$ cat config.mk
export PLATFORM = sky130hd
export DESIGN_NAME = mem_access_unit
export DESIGN_NICKNAME = d
export VERILOG_FILES = /design/src/rtl/mem_access_unit.sv
export SDC_FILE = /design/constraint.sdc
export NUM_CORES = 1
export LEC_CHECK = 0
export CAP_MARGIN = 20
export CORE_ASPECT_RATIO = 1.4
export CORE_MARGIN = 2
export CORE_UTILIZATION = 56
export DETAILED_ROUTE_END_ITERATION = 10
export DONT_BUFFER_PORTS = 1
export MAX_ROUTING_LAYER = met4
export PLACE_DENSITY = 0.74
export SLEW_MARGIN = 20
export SYNTH_ARGS = -nofsm -noshare
export SYNTH_HDL_FRONTEND = slang
export SYNTH_SLANG_ARGS = --single-unit
$ cat constraint.sdc
create_clock -name clk -period 1.9 [get_ports clk]
set_input_delay 0.38 -clock clk [delete_from_list [all_inputs] [get_ports clk]]
set_output_delay 0.38 -clock clk [all_outputs]
set_load 0.02 [all_outputs]
$ cat src/rtl/mem_access_unit.sv
// MEM-stage data-cache access unit: one outstanding request, store lane
// replication/byte enables, load lane selection and sign/zero extension.
module mem_access_unit (
  input  logic        clk,
  input  logic        rst,
  input  logic        valid_i,
  input  logic        mem_read_i,
  input  logic        mem_write_i,
  input  logic [2:0]  funct3_i,
  input  logic [31:0] addr_i,
  input  logic [31:0] wdata_i,
  output logic        dmem_read,
  output logic        dmem_write,
  output logic [31:0] dmem_address,
  output logic [31:0] dmem_wdata,
  output logic [3:0]  dmem_byte_enable,
  input  logic [31:0] dmem_rdata,
  input  logic        dmem_resp,
  output logic [31:0] load_data_o,
  output logic        done_o,
  output logic        stall_o,
  output logic        misalign_o
);

  typedef enum logic [1:0] {IDLE, BUSY, DONE} state_t;

  state_t      state_q;
  logic        read_q, write_q, done_q, misalign_q, store_q;
  logic [31:0] addr_q, wdata_q, load_q;
  logic [3:0]  be_q;
  logic [2:0]  funct3_q;
  logic [1:0]  lane_q;

  logic        req, legal;
  logic [31:0] st_wdata_d;
  logic [3:0]  st_be_d;
  logic [7:0]  ld_byte;
  logic [15:0] ld_half;
  logic [31:0] ld_data_d;

  assign req = valid_i & (mem_read_i | mem_write_i);

  // mem_write_i alone decides store legality since write wins over read
  always_comb begin
    legal = 1'b0;
    case (funct3_i)
      3'b000:  legal = 1'b1;
      3'b001:  legal = ~addr_i[0];
      3'b010:  legal = (addr_i[1:0] == 2'b00);
      3'b100:  legal = ~mem_write_i;
      3'b101:  legal = ~mem_write_i & ~addr_i[0];
      default: legal = 1'b0;
    endcase
  end

  always_comb begin
    st_wdata_d = wdata_i;
    st_be_d    = 4'b1111;
    if (mem_write_i) begin
      case (funct3_i)
        3'b000: begin
          st_wdata_d = {4{wdata_i[7:0]}};
          st_be_d    = 4'b0001 << addr_i[1:0];
        end
        3'b001: begin
          st_wdata_d = {2{wdata_i[15:0]}};
          st_be_d    = 4'b0011 << addr_i[1:0];
        end
        default: begin
          st_wdata_d = wdata_i;
          st_be_d    = 4'b1111;
        end
      endcase
    end
  end

  always_comb begin
    ld_byte = dmem_rdata[7:0];
    case (lane_q)
      2'd0: ld_byte = dmem_rdata[7:0];
      2'd1: ld_byte = dmem_rdata[15:8];
      2'd2: ld_byte = dmem_rdata[23:16];
      2'd3: ld_byte = dmem_rdata[31:24];
      default: ld_byte = dmem_rdata[7:0];
    endcase
    ld_half = lane_q[1] ? dmem_rdata[31:16] : dmem_rdata[15:0];
    case (funct3_q)
      3'b000:  ld_data_d = {{24{ld_byte[7]}}, ld_byte};
      3'b001:  ld_data_d = {{16{ld_half[15]}}, ld_half};
      3'b100:  ld_data_d = {24'b0, ld_byte};
      3'b101:  ld_data_d = {16'b0, ld_half};
      default: ld_data_d = dmem_rdata;
    endcase
    if (store_q) ld_data_d = '0;
  end

  always_ff @(posedge clk or negedge rst) begin
    if (!rst) begin
      state_q    <= IDLE;
      read_q     <= 1'b0;
      write_q    <= 1'b0;
      addr_q     <= '0;
      wdata_q    <= '0;
      be_q       <= '0;
      load_q     <= '0;
      done_q     <= 1'b0;
      misalign_q <= 1'b0;
      store_q    <= 1'b0;
      funct3_q   <= '0;
      lane_q     <= '0;
    end else begin
      misalign_q <= 1'b0;
      case (state_q)
        IDLE: begin
          if (req && legal) begin
            read_q   <= ~mem_write_i;
            write_q  <= mem_write_i;
            store_q  <= mem_write_i;
            addr_q   <= {addr_i[31:2], 2'b00};
            wdata_q  <= st_wdata_d;
            be_q     <= st_be_d;
            funct3_q <= funct3_i;
            lane_q   <= addr_i[1:0];
            state_q  <= BUSY;
          end else if (req) begin
            misalign_q <= 1'b1;
          end
        end
        BUSY: begin
          if (dmem_resp) begin
            read_q  <= 1'b0;
            write_q <= 1'b0;
            load_q  <= ld_data_d;
            done_q  <= 1'b1;
            state_q <= DONE;
          end
        end
        DONE: begin
          done_q  <= 1'b0;
          state_q <= IDLE;
        end
        default: state_q <= IDLE;
      endcase
    end
  end

  assign dmem_read        = read_q;
  assign dmem_write       = write_q;
  assign dmem_address     = addr_q;
  assign dmem_wdata       = wdata_q;
  assign dmem_byte_enable = be_q;
  assign load_data_o      = load_q;
  assign done_o           = done_q;
  assign misalign_o       = misalign_q;
  assign stall_o          = req & legal & (state_q != DONE);

endmodule

# Word-level counts from Yosys, hierarchy flattened
# Cells that the tools add are included.
[op_classes] eq_ne=15 bitwise_logic=7 shifts=2 mux=22 n_reduce_logical=13
[op_table] operator="one-hot mux 32 bit (4 select lines)" n=1
[op_table] operator="2-to-1 mux 32 bit" n=2
[op_table] operator="one-hot mux 32 bit (2 select lines)" n=1
[op_table] operator="one-hot mux 8 bit (4 select lines)" n=1
[op_table] operator="2-to-1 mux 16 bit" n=1
[op_table] operator="equality test 3 bit, second input constant" n=4
[op_table] operator="one-hot mux 4 bit (2 select lines)" n=1
[op_table] operator="AND reduction 2 bit" n=4
[op_table] operator="2-to-1 mux 1 bit" n=7
[op_table] operator="equality test 2 bit, second input constant" n=3
[op_table] operator="equality test 3 x 1 -> 1 bit, second input constant" n=2
[op_table] operator="zero test 2 bit" n=3
[op_table] operator="zero test 3 bit" n=2
[op_table] operator="inequality test 2 bit, second input constant" n=3
[op_table] operator="one-hot mux 1 bit (2 select lines)" n=3
[op_table] operator="one-hot mux 1 bit (5 select lines)" n=1
[op_table] operator="AND 1 bit" n=4
[op_table] operator="equality test 2 x 1 -> 1 bit, second input constant" n=2
[op_table] operator="2-to-1 mux 2 bit" n=2
[op_table] operator="2-to-1 mux 4 bit" n=1
[op_table] operator="one-hot mux 2 bit (2 select lines)" n=1
[op_table] operator="nonzero test 2 bit" n=2
[op_table] operator="<< shifter 1 x 2 -> 4 bit, first input constant" n=1
[op_table] operator="<< shifter 2 x 2 -> 4 bit, first input constant" n=1
[op_table] operator="other kinds (5)" n=6
[word_totals] inputBits=105 reg_bits=110 output_inout_bits=105 wordCells=71

# Logic depth before layout (Yosys ltp)
[logic_depth] ltp_word=6 ltp_mapped=7 depth_no_buf=4

# Worst setup path before layout
# No wires, ideal clock.
[synth_path] kind="flip-flop to flip-flop" from="register lane_q[0]" to="register load_q[31] (netlist: load_data_o[31])" path_stages_with_launch=7 t_arrival_ns=1.760 t_required_ns=1.834 setup_slack_ns=0.074 n_path_buf=2 setup_ns=0.066 path_cell_list="dfrtp_1 buf_6 or3b_1 a22o_1 a2111oi_4 buf_6 a221o_1"
[synth_via] elab_chain_len=4 word_cells_on_any_way=7 classes_between="eq/ne: 3; mux: 3; reduce/logical: 1"
[synth_lines] item="start: declaration" line="32" rtl="logic [1:0] lane_q;"
[synth_lines] item="start signal: assignment" line="123" rtl="lane_q <= addr_i[1:0];"
[synth_lines] item="equality test 2 bit, or another cell as far along" line="79" rtl="case (lane_q)"
[synth_lines] item="one-hot mux 8 bit (4 select lines) *" line="79"
[synth_lines] item="one-hot mux 32 bit (4 select lines) *" line="87" rtl="case (funct3_q)"
[synth_lines] item="2-to-1 mux 32 bit *" line="94" rtl="if (store_q) ld_data_d = '0;"
[synth_lines] item="end signal: assignment" line="133" rtl="load_q <= ld_data_d;"
[synth_lines] item="end: declaration" line="29" rtl="logic [31:0] addr_q, wdata_q, load_q;"
# Every way passes the cells marked *; elsewhere a longest branch is shown, timed or not.
# A chain may end at the register's enable or synchronous reset.

# Worst setup path in the final report
[layout_path] from="register lane_q[0]" to="register load_q[13] (netlist: load_data_o[13])"
# Same word-level chain as after synthesis.

==> flow_summary_export.csv <==
group,metric,value,unit
final_layout,drive_gt1_frac,0.2105,
logic_synthesis,synth_area,0.004986,mm2
die,ios,210,
route,routed-via-count,3398,
die,die_y,115.6,um
logic_synthesis,synth_seq_cells,110,
job,maxCapViolCount,0,
timing,grt_setup_unrepaired,"no",
setup_path,worstPathArrival,1990,ps
route,drt-total-wl,11.44,mm
die,start_util,0.5792,
timing,fin_hold_ws,-272.8,ps
status,status,"finished, violations left",
logic_synthesis,synthesis.instances,433,
die,row_count,40,
timing,relSlewSlack,0.6529,
logic_synthesis,avgSynthCellArea,11.52,um2
cts,cts-root-buf,"clkbuf_16",
route,drtIter0Drc,109,
timing,fin_skew,4.777,ps
timing,period_share,0.9267,
logic_synthesis,synth_cell_types,40,
setup_path,path_class,"reg -> reg",
global_routing,gr-usage-all-layers,0.2444,
timing,tns,0,ps
placement,place_ws,126.0,ps
route,routedWlPerCell,21.10,um
setup_path,startpoint_type,"flip-flop",
final_layout,diodes,0,
cts,numCtsBuffers,9,
setup_path,cp_max_fo,7,
min_path,min-delay-path-class,"in -> async",
timing,setup_viol,0,
route,viasPerCell,6.269,
cts,path_clk_slew,70,ps
final_layout,final_util,0.6324,
timing,layout_min_cycle_time,1761,ps
cts,h-tree-depth,3,
pwr,p_per_area,1507,mW/mm2
global_routing,grt_max_degree,111,
timing,max_freq,567.9,MHz
global_routing,grt_overflow,0,
global_routing,antenna_found_initial,0,
timing,final-hold-violation-count,110,
pwr,ir_worst_vdd,804.8,uV
global_routing,grt_pass1_wl,18.08,mm
timing,drv_slew,0,
final_layout,nFillCells,704,
route,drcViolationCount,0,
global_routing,grt_pass1_vias,3635,
cts,clock_latency,340,ps
placement,numPortBuffers,0,
timing,worst_pin_slew,520.7,ps
cts,cts_sinks,110,
final_layout,final_nets,537,
setup_path,reg2regPathDepth,5,
placement,place_congestion,0.8594,
die,coreArea,0.008608,mm2
cts,clk_path_buf_depth,2,
setup_path,worstPathRequired,2130,ps
status,violations,"negative hold slack",
pwr,p_leak,2.376,nW
die,die_w,83.75,um
logic_synthesis,yosys_warnings,0,
route,ant_nets,0,
cts,cts_tree,"built",
logic_synthesis,ys_seq_area_frac,0.5521,
setup_path,cp-end-kind,"flip-flop",
timing,timing.final.ws_setup,139.3,ps
placement,dp_hpwl,8.350,mm
route,first_pass_iters,4,
die,die-area,0.009685,mm2
final_layout,synthToLayoutAreaGrowth,9.184,%
[worst max-delay path: stages, from the launching register on]
cell and delay (ps):
dfrtp_1 400, buf_4 150, mux2_2 340, a2bb2oi_1 280, a21oi_1 240, a22o_1 230
[sequential cells by signal, indices dropped and copies added, names as in the netlist, 2 cells and up]
name              count
dmem_byte_enable      4
dmem_wdata           32
funct3_q              3
dmem_address         30
lane_q                2
load_data_o          32
state_q               2
[cell type report]
class                           instances  area (um2)  area share
Clock buffer                            9       225.2     0.04137
Multi-Input combinational cell        287        2072      0.3806
Inverter                                6       22.52    0.004137
Sequential cell                       110        2753      0.5056
Clock inverter                          7       80.08     0.01471
Tap cell                              105       131.4     0.02413
Timing Repair Buffer                   18       160.2     0.02942
[cells in the final DEF (no fill, tap or decap), types with 8 or more instances in the layout]
cell,synthesis,final
nor2_1,9,8
buf_4,2,16
clkbuf_16,0,9
o22ai_1,8,8
o21ai_0,55,55
a221o_1,10,10
a22o_1,10,10
mux2i_1,32,32
dfrtp_1,110,110
nand2_1,53,53
a21oi_1,11,11
a2bb2oi_1,8,8
mux2_2,47,47
[path summary, 6_finish.rpt]
| path | endpoint | slack, ps | startpoint |
|---|---|---|---|
| max | load_data_o[13] | 140 | lane_q[0] |
| max reg2reg | load_data_o[13] | 140 | lane_q[0] |
| min | dmem_address[2] | -270 | rst |
| max in group asynchronous | dmem_wdata[29] | 2010 | rst |
| min reg2reg | done_o | 510 | state_q[1] |
| min in group clk | dmem_read | 150 | mem_write_i |
[timing repair]
action | in CTS | in global routing
hold endpoints to repair | 110 | 110
endpoints found under the setup margin | 0 | 2
resized for setup | 0 | 1
setup buffers | 0 | 0
[kinds of logic (layout without fill, tap and decap cells)]
group	Yosys count	count (layout)	share of synthesized area
flip-flops	110	110	0.5521
multiplexers	79	79	0.1704
buffers and inverters	37	40	0.03463
AO/OA/AOI/OAI	120	120	0.1639
other	1	2	0.0007521
AND/OR/NAND/NOR	86	86	0.07829
[routing by layer]
layer | global-route usage | wire length (um) | vias up
li1 | - | - | 1561
met1 | 0.2684 | 4205 | 1670
met2 | 0.4027 | 5958 | 147
met3 | 0.09259 | 1026 | 20
met4 | 0.1000 | 246 | 0
met5 | - | 0 | -
[report_power, final]
part	internal (W)	switching, W	total, W
sequential	0.00316	0.00162	0.00477
combinational	0.000837	0.000671	0.00151
clock	0.00104	0.000878	0.00192
total	0.00504	0.00317	0.00820
[stage by stage]
stage | cells | instance area, um2 | total power (W)
4_1_cts | 542 | 5441 | 0.008276
6_report | 542 | 5444 | 0.008203
3_3_place_gp | 526 | 5136 | 0.006235
2_1_floorplan | 434 | 4990 | 0.005855
5_1_grt | 542 | 5444 | 0.008607
3_5_place_dp | 526 | 5136 | 0.006345
[Yosys cell counts]
master	instances	area share
a2111oi_4	1	0.0055
a21boi_0	1	0.0015
a21o_1	1	0.0015
a21oi_1	11	0.011
a221o_1	10	0.020
a221o_2	6	0.014
a221oi_1	2	0.0035
a22o_1	10	0.018
a2bb2oi_1	8	0.014
a31oi_1	2	0.0025
and2_1	2	0.0025
and3_1	1	0.0013
buf_1	1	0.00075
buf_2	9	0.0090
buf_4	2	0.0030
buf_6	2	0.0045
clkbuf_1	17	0.013
clkinv_1	1	0.00075
conb_1	1	0.00075
dfrtp_1	110	0.55
inv_1	5	0.0038
mux2_2	47	0.11
mux2i_1	32	0.064
nand2_1	53	0.040
nand2b_1	3	0.0038
nand3_1	3	0.0030
nand3b_2	1	0.0023
nor2_1	9	0.0068
nor2b_1	2	0.0025
nor3b_1	1	0.0015
nor4_1	1	0.0013
o2111ai_1	1	0.0018
o211ai_1	1	0.0015
o21a_1	2	0.0030
o21ai_0	55	0.055
o22ai_1	8	0.010
o31ai_1	1	0.0015
or2_2	1	0.0013
or3_1	7	0.0088
or3b_1	2	0.0035
No activity file was read; power rests on OpenSTA's default activity.
